<file path="config.mk">
export PLATFORM = sky130hd
export DESIGN_NAME = aclk_set_ctrl
export DESIGN_NICKNAME = d
export VERILOG_FILES = /design/src/rtl/aclk_pkg.sv /design/src/rtl/aclk_debounce.sv /design/src/rtl/aclk_set_ctrl.sv
export SDC_FILE = /design/constraint.sdc
export NUM_CORES = 1
export LEC_CHECK = 0
export CAP_MARGIN = 40
export CORE_MARGIN = 2
export CORE_UTILIZATION = 50
export DETAILED_ROUTE_END_ITERATION = 8
export GPL_ROUTABILITY_DRIVEN = 0
export PLACE_DENSITY = 0.72
export SLEW_MARGIN = 20
export SYNTH_ARGS = -nofsm -noshare
export SYNTH_HDL_FRONTEND = slang
export SYNTH_SLANG_ARGS = --single-unit
</file>
<file path="constraint.sdc">
create_clock -name clk -period 3.1 [get_ports clk]
set_input_delay 0.62 -clock clk [delete_from_list [all_inputs] [get_ports clk]]
set_output_delay 0.62 -clock clk [all_outputs]
set_load 0.02 [all_outputs]
</file>
<file path="src/rtl/aclk_pkg.sv">
// aclk_pkg: shared types and constants for the alarm-clock setting front end.
//   aclk_set_state_t : setting FSM states
//   aclk_field_t     : edit_field encoding (display blink select)
//   aclk_time_t      : BCD hh:mm as carried on the H_in*/M_in* bus
//   bcd_hour_inc / bcd_min_inc : wrap-around BCD increment helpers
package aclk_pkg;

  typedef enum logic [2:0] {
    ST_IDLE,
    ST_T_HOUR,
    ST_T_MIN,
    ST_A_HOUR,
    ST_A_MIN,
    ST_LOAD
  } aclk_set_state_t;

  typedef enum logic [1:0] {
    FIELD_NONE = 2'd0,
    FIELD_HOUR = 2'd1,
    FIELD_MIN  = 2'd2
  } aclk_field_t;

  typedef struct packed {
    logic [1:0] h1;
    logic [3:0] h0;
    logic [3:0] m1;
    logic [3:0] m0;
  } aclk_time_t;

  localparam logic [1:0] HOUR_MAX_H1 = 2'd2;
  localparam logic [3:0] HOUR_MAX_H0 = 4'd3;
  localparam logic [3:0] MIN_MAX_M1  = 4'd5;
  localparam logic [3:0] DIGIT_MAX   = 4'd9;

  // Index of each button in the debouncer instance array
  localparam int BTN_MODE = 0;
  localparam int BTN_INC  = 1;
  localparam int BTN_SET  = 2;

  // 23 -> 00, x9 -> (x+1)0, otherwise units +1. Minutes untouched.
  function automatic aclk_time_t bcd_hour_inc(input aclk_time_t t);
    aclk_time_t r;
    r = t;
    if (t.h1 == HOUR_MAX_H1 && t.h0 == HOUR_MAX_H0) begin
      r.h1 = 2'd0;
      r.h0 = 4'd0;
    end else if (t.h0 == DIGIT_MAX) begin
      r.h1 = t.h1 + 2'd1;
      r.h0 = 4'd0;
    end else begin
      r.h0 = t.h0 + 4'd1;
    end
    return r;
  endfunction

  // 59 -> 00, x9 -> (x+1)0, otherwise units +1. Hours untouched.
  function automatic aclk_time_t bcd_min_inc(input aclk_time_t t);
    aclk_time_t r;
    r = t;
    if (t.m1 == MIN_MAX_M1 && t.m0 == DIGIT_MAX) begin
      r.m1 = 4'd0;
      r.m0 = 4'd0;
    end else if (t.m0 == DIGIT_MAX) begin
      r.m1 = t.m1 + 4'd1;
      r.m0 = 4'd0;
    end else begin
      r.m0 = t.m0 + 4'd1;
    end
    return r;
  endfunction

endpackage

</file>
<file path="src/rtl/aclk_debounce.sv">
// aclk_debounce: one push-button path.
//   2-flop synchroniser -> consecutive-sample debounce counter -> rise pulse.
// Ports:
//   i_clk, i_reset : clock, asynchronous active-high reset
//   i_raw          : raw asynchronous button level
//   o_level        : debounced level
//   o_press        : one-cycle pulse, registered, one cycle after o_level rises
module aclk_debounce
  import aclk_pkg::*;
#(
  parameter int DEBOUNCE_CYC = 4
) (
  input  logic i_clk,
  input  logic i_reset,
  input  logic i_raw,
  output logic o_level,
  output logic o_press
);

  localparam int CW = (DEBOUNCE_CYC < 2) ? 1 : $clog2(DEBOUNCE_CYC);

  logic          r_sync1, r_sync2;
  logic          r_level, r_level_d, r_press;
  logic [CW-1:0] r_cnt;

  always_ff @(posedge i_clk or posedge i_reset) begin
    if (i_reset) begin
      r_sync1   <= 1'b0;
      r_sync2   <= 1'b0;
      r_level   <= 1'b0;
      r_level_d <= 1'b0;
      r_press   <= 1'b0;
      r_cnt     <= '0;
    end else begin
      r_sync1 <= i_raw;
      r_sync2 <= r_sync1;
      // Count consecutive samples that disagree with the accepted level;
      // any agreeing sample restarts the run.
      if (r_sync2 == r_level) begin
        r_cnt <= '0;
      end else if (r_cnt == CW'(DEBOUNCE_CYC - 1)) begin
        r_level <= r_sync2;
        r_cnt   <= '0;
      end else begin
        r_cnt <= r_cnt + CW'(1);
      end
      r_level_d <= r_level;
      r_press   <= r_level & ~r_level_d;
    end
  end

  assign o_level = r_level;
  assign o_press = r_press;

endmodule

</file>
<file path="src/rtl/aclk_set_ctrl.sv">
// aclk_set_ctrl: button front end and setting FSM for the alarm-clock core.
//   Debounces mode/inc/set, lets the operator edit time or alarm in BCD and
//   loads the result into the core with LD strobes held LD_HOLD cycles so
//   the core's divided 1 s clock always sees them.
// Build option: define AUTO_REPEAT_EN to get auto-repeat on a held inc
//   button (REPEAT_DLY then every REPEAT_RATE cycles). Undefined: one inc
//   event per press and no repeat counter.
// Ports:
//   clk, reset                    : clock, asynchronous active-high reset
//   btn_mode, btn_inc, btn_set    : raw buttons, active-high
//   cur_h1/cur_h0/cur_m1/cur_m0   : current time from the core (BCD)
//   H_in1/H_in0/M_in1/M_in0       : edit registers to the core (BCD)
//   LD_time, LD_alarm             : stretched load strobes
//   set_active                    : high in any edit or LOAD state
//   edit_field                    : 0 none, 1 hour, 2 minute
module aclk_set_ctrl
  import aclk_pkg::*;
#(
  parameter int DEBOUNCE_CYC = 4,
  parameter int LD_HOLD      = 16,
  parameter int TIMEOUT_CYC  = 255,
  parameter int REPEAT_DLY   = 20,
  parameter int REPEAT_RATE  = 5
) (
  input  logic       clk,
  input  logic       reset,
  input  logic       btn_mode,
  input  logic       btn_inc,
  input  logic       btn_set,
  input  logic [1:0] cur_h1,
  input  logic [3:0] cur_h0,
  input  logic [3:0] cur_m1,
  input  logic [3:0] cur_m0,
  output logic [1:0] H_in1,
  output logic [3:0] H_in0,
  output logic [3:0] M_in1,
  output logic [3:0] M_in0,
  output logic       LD_time,
  output logic       LD_alarm,
  output logic       set_active,
  output logic [1:0] edit_field
);

  localparam int TW = $clog2(TIMEOUT_CYC + 1);
  localparam int LW = $clog2(LD_HOLD + 1);

  // ---------------------------------------------------------------- buttons
  logic [2:0] w_raw, w_level, w_press;
  logic       w_rpt;
  logic       w_unused_lvl;

  assign w_raw[BTN_MODE] = btn_mode;
  assign w_raw[BTN_INC]  = btn_inc;
  assign w_raw[BTN_SET]  = btn_set;

  aclk_debounce #(.DEBOUNCE_CYC(DEBOUNCE_CYC)) u_db [2:0] (
    .i_clk   (clk),
    .i_reset (reset),
    .i_raw   (w_raw),
    .o_level (w_level),
    .o_press (w_press)
  );

  // Debounced levels are only needed for auto-repeat; repeat timing params
  // are likewise dead in the default build.
  assign w_unused_lvl = ^{w_level, REPEAT_DLY[0], REPEAT_RATE[0]};

`ifdef AUTO_REPEAT_EN
  localparam int RW = $clog2(REPEAT_DLY + 1);
  logic [RW-1:0] r_rpt_cnt;
  logic          r_rpt;

  // r_rpt_cnt counts cycles the debounced inc level has been high. The
  // first repeat lines up REPEAT_DLY cycles after the press pulse; reloading
  // to DLY-RATE+1 spaces the rest REPEAT_RATE apart. Repeats outside edit
  // states are harmless since the FSM ignores inc there.
  always_ff @(posedge clk or posedge reset) begin
    if (reset) begin
      r_rpt_cnt <= '0;
      r_rpt     <= 1'b0;
    end else if (!w_level[BTN_INC]) begin
      r_rpt_cnt <= '0;
      r_rpt     <= 1'b0;
    end else if (r_rpt_cnt == RW'(REPEAT_DLY)) begin
      r_rpt_cnt <= RW'(REPEAT_DLY - REPEAT_RATE + 1);
      r_rpt     <= 1'b1;
    end else begin
      r_rpt_cnt <= r_rpt_cnt + RW'(1);
      r_rpt     <= 1'b0;
    end
  end

  assign w_rpt = r_rpt;
`else
  assign w_rpt = 1'b0;
`endif

  // Priority set > mode > inc is resolved by the if/else order in the FSM.
  logic w_ev_set, w_ev_mode, w_ev_inc, w_any_ev;
  assign w_ev_set  = w_press[BTN_SET];
  assign w_ev_mode = w_press[BTN_MODE];
  assign w_ev_inc  = w_press[BTN_INC] | w_rpt;
  assign w_any_ev  = w_ev_set | w_ev_mode | w_ev_inc;

  // -------------------------------------------------------------------- FSM
  aclk_set_state_t r_state;
  aclk_field_t     r_field;
  aclk_time_t      r_edit, r_shadow;
  aclk_time_t      w_cur, w_hour_inc, w_min_inc;
  logic            r_tgt_alarm;
  logic            r_ld_time, r_ld_alarm, r_set_active;
  logic [TW-1:0]   r_to_cnt;
  logic [LW-1:0]   r_ld_cnt;
  logic            w_in_hour;

  assign w_cur      = {cur_h1, cur_h0, cur_m1, cur_m0};
  assign w_hour_inc = bcd_hour_inc(r_edit);
  assign w_min_inc  = bcd_min_inc(r_edit);
  assign w_in_hour  = (r_state == ST_T_HOUR) || (r_state == ST_A_HOUR);

  always_ff @(posedge clk or posedge reset) begin
    if (reset) begin
      r_state      <= ST_IDLE;
      r_field      <= FIELD_NONE;
      r_edit       <= '0;
      r_shadow     <= '0;
      r_tgt_alarm  <= 1'b0;
      r_ld_time    <= 1'b0;
      r_ld_alarm   <= 1'b0;
      r_set_active <= 1'b0;
      r_to_cnt     <= '0;
      r_ld_cnt     <= '0;
    end else begin
      case (r_state)
        ST_IDLE: begin
          r_to_cnt <= '0;
          if (w_ev_set) begin
            r_state      <= ST_A_HOUR;
            r_tgt_alarm  <= 1'b1;
            r_edit       <= r_shadow;
            r_set_active <= 1'b1;
            r_field      <= FIELD_HOUR;
          end else if (w_ev_mode) begin
            r_state      <= ST_T_HOUR;
            r_tgt_alarm  <= 1'b0;
            r_edit       <= w_cur;
            r_set_active <= 1'b1;
            r_field      <= FIELD_HOUR;
          end
        end

        ST_T_HOUR, ST_T_MIN, ST_A_HOUR, ST_A_MIN: begin
          if (w_any_ev) r_to_cnt <= '0;
          else          r_to_cnt <= r_to_cnt + TW'(1);

          if (w_ev_set) begin
            r_state  <= ST_LOAD;
            r_field  <= FIELD_NONE;
            r_ld_cnt <= '0;
            r_to_cnt <= '0;
            if (r_tgt_alarm) begin
              r_ld_alarm <= 1'b1;
              r_shadow   <= r_edit;
            end else begin
              r_ld_time <= 1'b1;
            end
          end else if (w_ev_mode) begin
            if (w_in_hour) begin
              r_state <= r_tgt_alarm ? ST_A_MIN : ST_T_MIN;
              r_field <= FIELD_MIN;
            end else begin
              r_state <= r_tgt_alarm ? ST_A_HOUR : ST_T_HOUR;
              r_field <= FIELD_HOUR;
            end
          end else if (w_ev_inc) begin
            r_edit <= w_in_hour ? w_hour_inc : w_min_inc;
          end else if (r_to_cnt == TW'(TIMEOUT_CYC - 1)) begin
            // Abandon the edit; edit registers keep their value.
            r_state      <= ST_IDLE;
            r_field      <= FIELD_NONE;
            r_set_active <= 1'b0;
            r_to_cnt     <= '0;
          end
        end

        ST_LOAD: begin
          // Buttons are ignored here; the strobe falls on the same edge
          // that returns to IDLE.
          if (r_ld_cnt == LW'(LD_HOLD - 1)) begin
            r_state      <= ST_IDLE;
            r_ld_time    <= 1'b0;
            r_ld_alarm   <= 1'b0;
            r_set_active <= 1'b0;
            r_ld_cnt     <= '0;
          end else begin
            r_ld_cnt <= r_ld_cnt + LW'(1);
          end
        end

        default: begin
          r_state      <= ST_IDLE;
          r_field      <= FIELD_NONE;
          r_ld_time    <= 1'b0;
          r_ld_alarm   <= 1'b0;
          r_set_active <= 1'b0;
        end
      endcase
    end
  end

  assign {H_in1, H_in0, M_in1, M_in0} = r_edit;
  assign LD_time    = r_ld_time;
  assign LD_alarm   = r_ld_alarm;
  assign set_active = r_set_active;
  assign edit_field = r_field;

endmodule
</file>
==> run metrics <==
run status complete, no violations; Filler Cell Count approximately 570; CP Class flop to flop; wire length of the first global-routing pass between 10,000 and 15,000 µm; required time at the endpoint of the critical path ~3300 ps; leakage power total 1.81 nW; final clock period utilization by the worst path 0.760; post-synthesis cell area between 0.003 and 0.004 mm²; Max IR drop VDD about 0.0005 V; buffers inserted by post-CTS timing repair 0; final setup vio count 0; I/O Buffers 37; xor and xnor area share after synthesis 0.0170; Fmax 0.425 GHz; count of flip-flops with a built-in enable after synthesis 0; routed wire length per instance about 15 µm; CP startpoint kind flop; GRT Util Overall 0.197; number of global-route vias before repair between 2,000 and 3,000; clock tree buffer depth 2; CTS Buf Count 9; final hold vios 0; area of placed instances between 0.004 and 0.005 mm²; cells traversed along the worst timing path o21a_1 > nor2_4 > and3_4 > mux2_2; Synth area leaders sky130_fd_sc_hd__dfrtp_1 49%, sky130_fd_sc_hd__ha_1 4.9%, sky130_fd_sc_hd__mux2_4 4.2%; worst max-slew margin expressed relative to the limit 0.539; critical path's slowest cell sky130_fd_sc_hd__dfrtp_1; Critical R2R Launch r_state[2]; largest area contributor in the netlist sky130_fd_sc_hd__dfrtp_1; pre-CTS worst setup slack ~750 ps; I/O pins 38; max cap viols 0; post-CTS resize count 0; Die Y slightly below 90 µm; via/cell ratio roughly 5.6; HPWL reported at the end of detailed placement 4830 µm; count of final max-slew check failures 0; root buffer cell sky130_fd_sc_hd__clkbuf_8; share of synthesized area spent on multiplexers 0.112; share of the yosys chip area belonging to registers 0.493; internal power 0.00251 W; die outline width between 80 and 90 µm; Post-Synth Adder-Cell Area 0.0513; largest net degree at the start of global routing 43; worst hold path class flop to flop; hold_buf cts 0; total number of clock tree sinks 71; number of placement rows 30; Worst-Margin Slew ~700 ps; residual overflow from global routing 0; overall routed net length slightly below 7000 µm; antenna-violating nets left 0; switching portion of total power 0.413; clock insertion delay at the later pin of the skew report between 300 and 400 ps; switching power of the nets 0.00176 W; count of warnings emitted by yosys 0; cell with the most instances after synthesis sky130_fd_sc_hd__dfrtp_1; highest cell delay on the worst timing path 640 ps; starting density of the core 0.525; hold worst-path end u_db[1].r_sync2; Synth Area in Simple Gates 0.160; Final Cell Area ~0.0042 mm²; worst-case clock skew around 10 ps; relative contribution of combinational cells to total power 0.452; number of instances on the worst hold path 0; total die area about 0.0079 mm²; share of total power in sequential cells 0.392; #FFs+latches synth between 70 and 80; Reg2Reg Capture Point r_shadow[10]; gate count of the mapped netlist about 330; number of inserted diodes 0; average cell area after synthesis 11.1 µm²; Synth top cells by count 71 x sky130_fd_sc_hd__dfrtp_1, 24 x sky130_fd_sc_hd__o21ai_0, 21 x sky130_fd_sc_hd__nand2_1, 20 x sky130_fd_sc_hd__nor2_1; DRT Pass-1 Iters 4; number of H-tree levels 3; Worst EP arrival roughly 2600 ps; Worst-path clk slew ~80 ps; nets in the synthesized netlist 358; Vias 2,579; area inside the core boundary 0.00687 mm²; number of cells traversed by the worst register-to-register path 4; clock tree from TritonCTS done; fin worst setup slack 745 ps; portion of synthesized cell area occupied by the leading cell type 0.493; number of design-rule violations left by the first detailed-router iteration about 180; clock period minus final worst setup slack roughly 2400 ps; Post-route DRC 0; crit end category flop; number of nets in the layout 396; complex-gate fraction of the synthesized area 0.133; Min-Delay Startpoint u_db[1].r_sync1; signed area change from the synthesized netlist to the final layout 16.8%; area occupied by registers between 0.0015 and 0.002 mm²; library cells used by synthesis 56; minimum setup slack among reg-to-reg paths roughly 740 ps; setup total negative slack 0 ps; Clock Power Share 0.157; area used by multi-input combinational logic between 0.0015 and 0.002 mm²; layout cells sized above 1 0.120; fraction of synthesis flops using an asynchronous set or reset pin 1.00; antenna violations before repair 0; peak fanout along the critical path 23; main combinational cell family by area after synthesis simple AND/OR/NAND/NOR gates; unrepaired setup endpoints after global routing false; Pwr Density between 1000 and 1500 mW/mm²; dominant register cell in the synthesized netlist sky130_fd_sc_hd__dfrtp_1
[cell families after synthesis]
logic type,Yosys count
multiplexers,34
adder cells (fa/ha/maj),15
buffers and inverters,22
AO/OA/AOI/OAI,74
AND/OR/NAND/NOR,102
XOR/XNOR,7
flip-flops,71
[metal layers]
layer,track usage,up-vias,routed length (µm)
li1,-,1253,-
met4,0.0692,0,93
met1,0.279,1251,3250
met3,0.0369,11,293
met2,0.305,64,3260
met5,0,-,0
[power groups by stage]
| stage | sequential [W] | clock (W) | combinational (W) |
|---|---|---|---|
| CTS | 0.00168 | 0.000689 | 0.00194 |
| global placement | 0.00167 | 0 | 0.00187 |
| finish | 0.00167 | 0.000670 | 0.00193 |
| detailed placement | 0.00169 | 0 | 0.00194 |
| floorplan | 0.00165 | 0 | 0.00143 |
| global route | 0.00174 | 0.000728 | 0.00215 |
[cell usage in the layout, fill, tap and decap left out, types with 3 or more instances in the layout]
master and instances:
sky130_fd_sc_hd__a21o_1 3, sky130_fd_sc_hd__clkbuf_8 9, sky130_fd_sc_hd__nor2_1 20, sky130_fd_sc_hd__o22ai_1 3, sky130_fd_sc_hd__inv_1 9, sky130_fd_sc_hd__xnor2_1 5, sky130_fd_sc_hd__mux2_4 10, sky130_fd_sc_hd__nand3_1 11
sky130_fd_sc_hd__nand3b_1 4, sky130_fd_sc_hd__a31oi_1 8, sky130_fd_sc_hd__o32a_1 6, sky130_fd_sc_hd__inv_6 4, sky130_fd_sc_hd__o21ai_1 4, sky130_fd_sc_hd__nand2b_1 4, sky130_fd_sc_hd__dfrtp_1 71, sky130_fd_sc_hd__nor2b_1 13
sky130_fd_sc_hd__ha_1 14, sky130_fd_sc_hd__a21oi_1 11, sky130_fd_sc_hd__nor3_1 9, sky130_fd_sc_hd__mux2i_1 14, sky130_fd_sc_hd__o21ai_0 24, sky130_fd_sc_hd__nand2_1 21, sky130_fd_sc_hd__mux2_2 8, sky130_fd_sc_hd__clkdlybuf4s50_1 37
sky130_fd_sc_hd__o22a_1 4
[worst max-delay path, delay by kind of cell, from the launching register on]
kind | cells | cell delay (ps)
flops | 1 | 640
simple gates | 2 | 850
compound gates | 1 | 370
mux | 1 | 370
[layout make-up]
cell class                 instances  share of cell area
sequential                        71               0.422
multi-input combinational        232               0.404
timing repair buffer              39              0.0945
clock buffer                       9              0.0294
tap                               96              0.0285
clock inverter                     7              0.0125
inverter                          10             0.00891
[how the worst max path moves through the flow]
| stage | startpoint | endpoint | slack [ps] |
|---|---|---|---|
| final | r_state[2] | r_shadow[10] | 740 |
| after global routing | r_state[2] | r_shadow[10] | 610 |
| after CTS | r_state[2] | r_shadow[10] | 740 |
| after detailed placement | r_state[2] | r_shadow[9] | 750 |
| after global placement | r_state[2] | r_shadow[10] | 810 |
| after floorplan | reset | H_in0[0] | 680 |
[sequential cells by signal (all words and copies together) (netlist names), 4 cells and up]
register	flops
M_in1	4
r_to_cnt	8
M_in0	4
u_db.r_cnt	6
r_ld_cnt	5
H_in0	4
r_shadow	14
[stage by stage]
stage / total power [W] / hold slack [ps] / utilization / instances
after floorplan: 0.00309 / 331 / - / 325
after global placement: 0.00354 / 335 / 0.587 / 448
after detailed placement: 0.00362 / 336 / 0.587 / 448
after CTS: 0.00431 / 355 / 0.613 / 464
after global routing: 0.00461 / 361 / 0.613 / 464
final: 0.00427 / 353 / 0.613 / 464
Note: power is estimated with default switching activity, not from simulation.
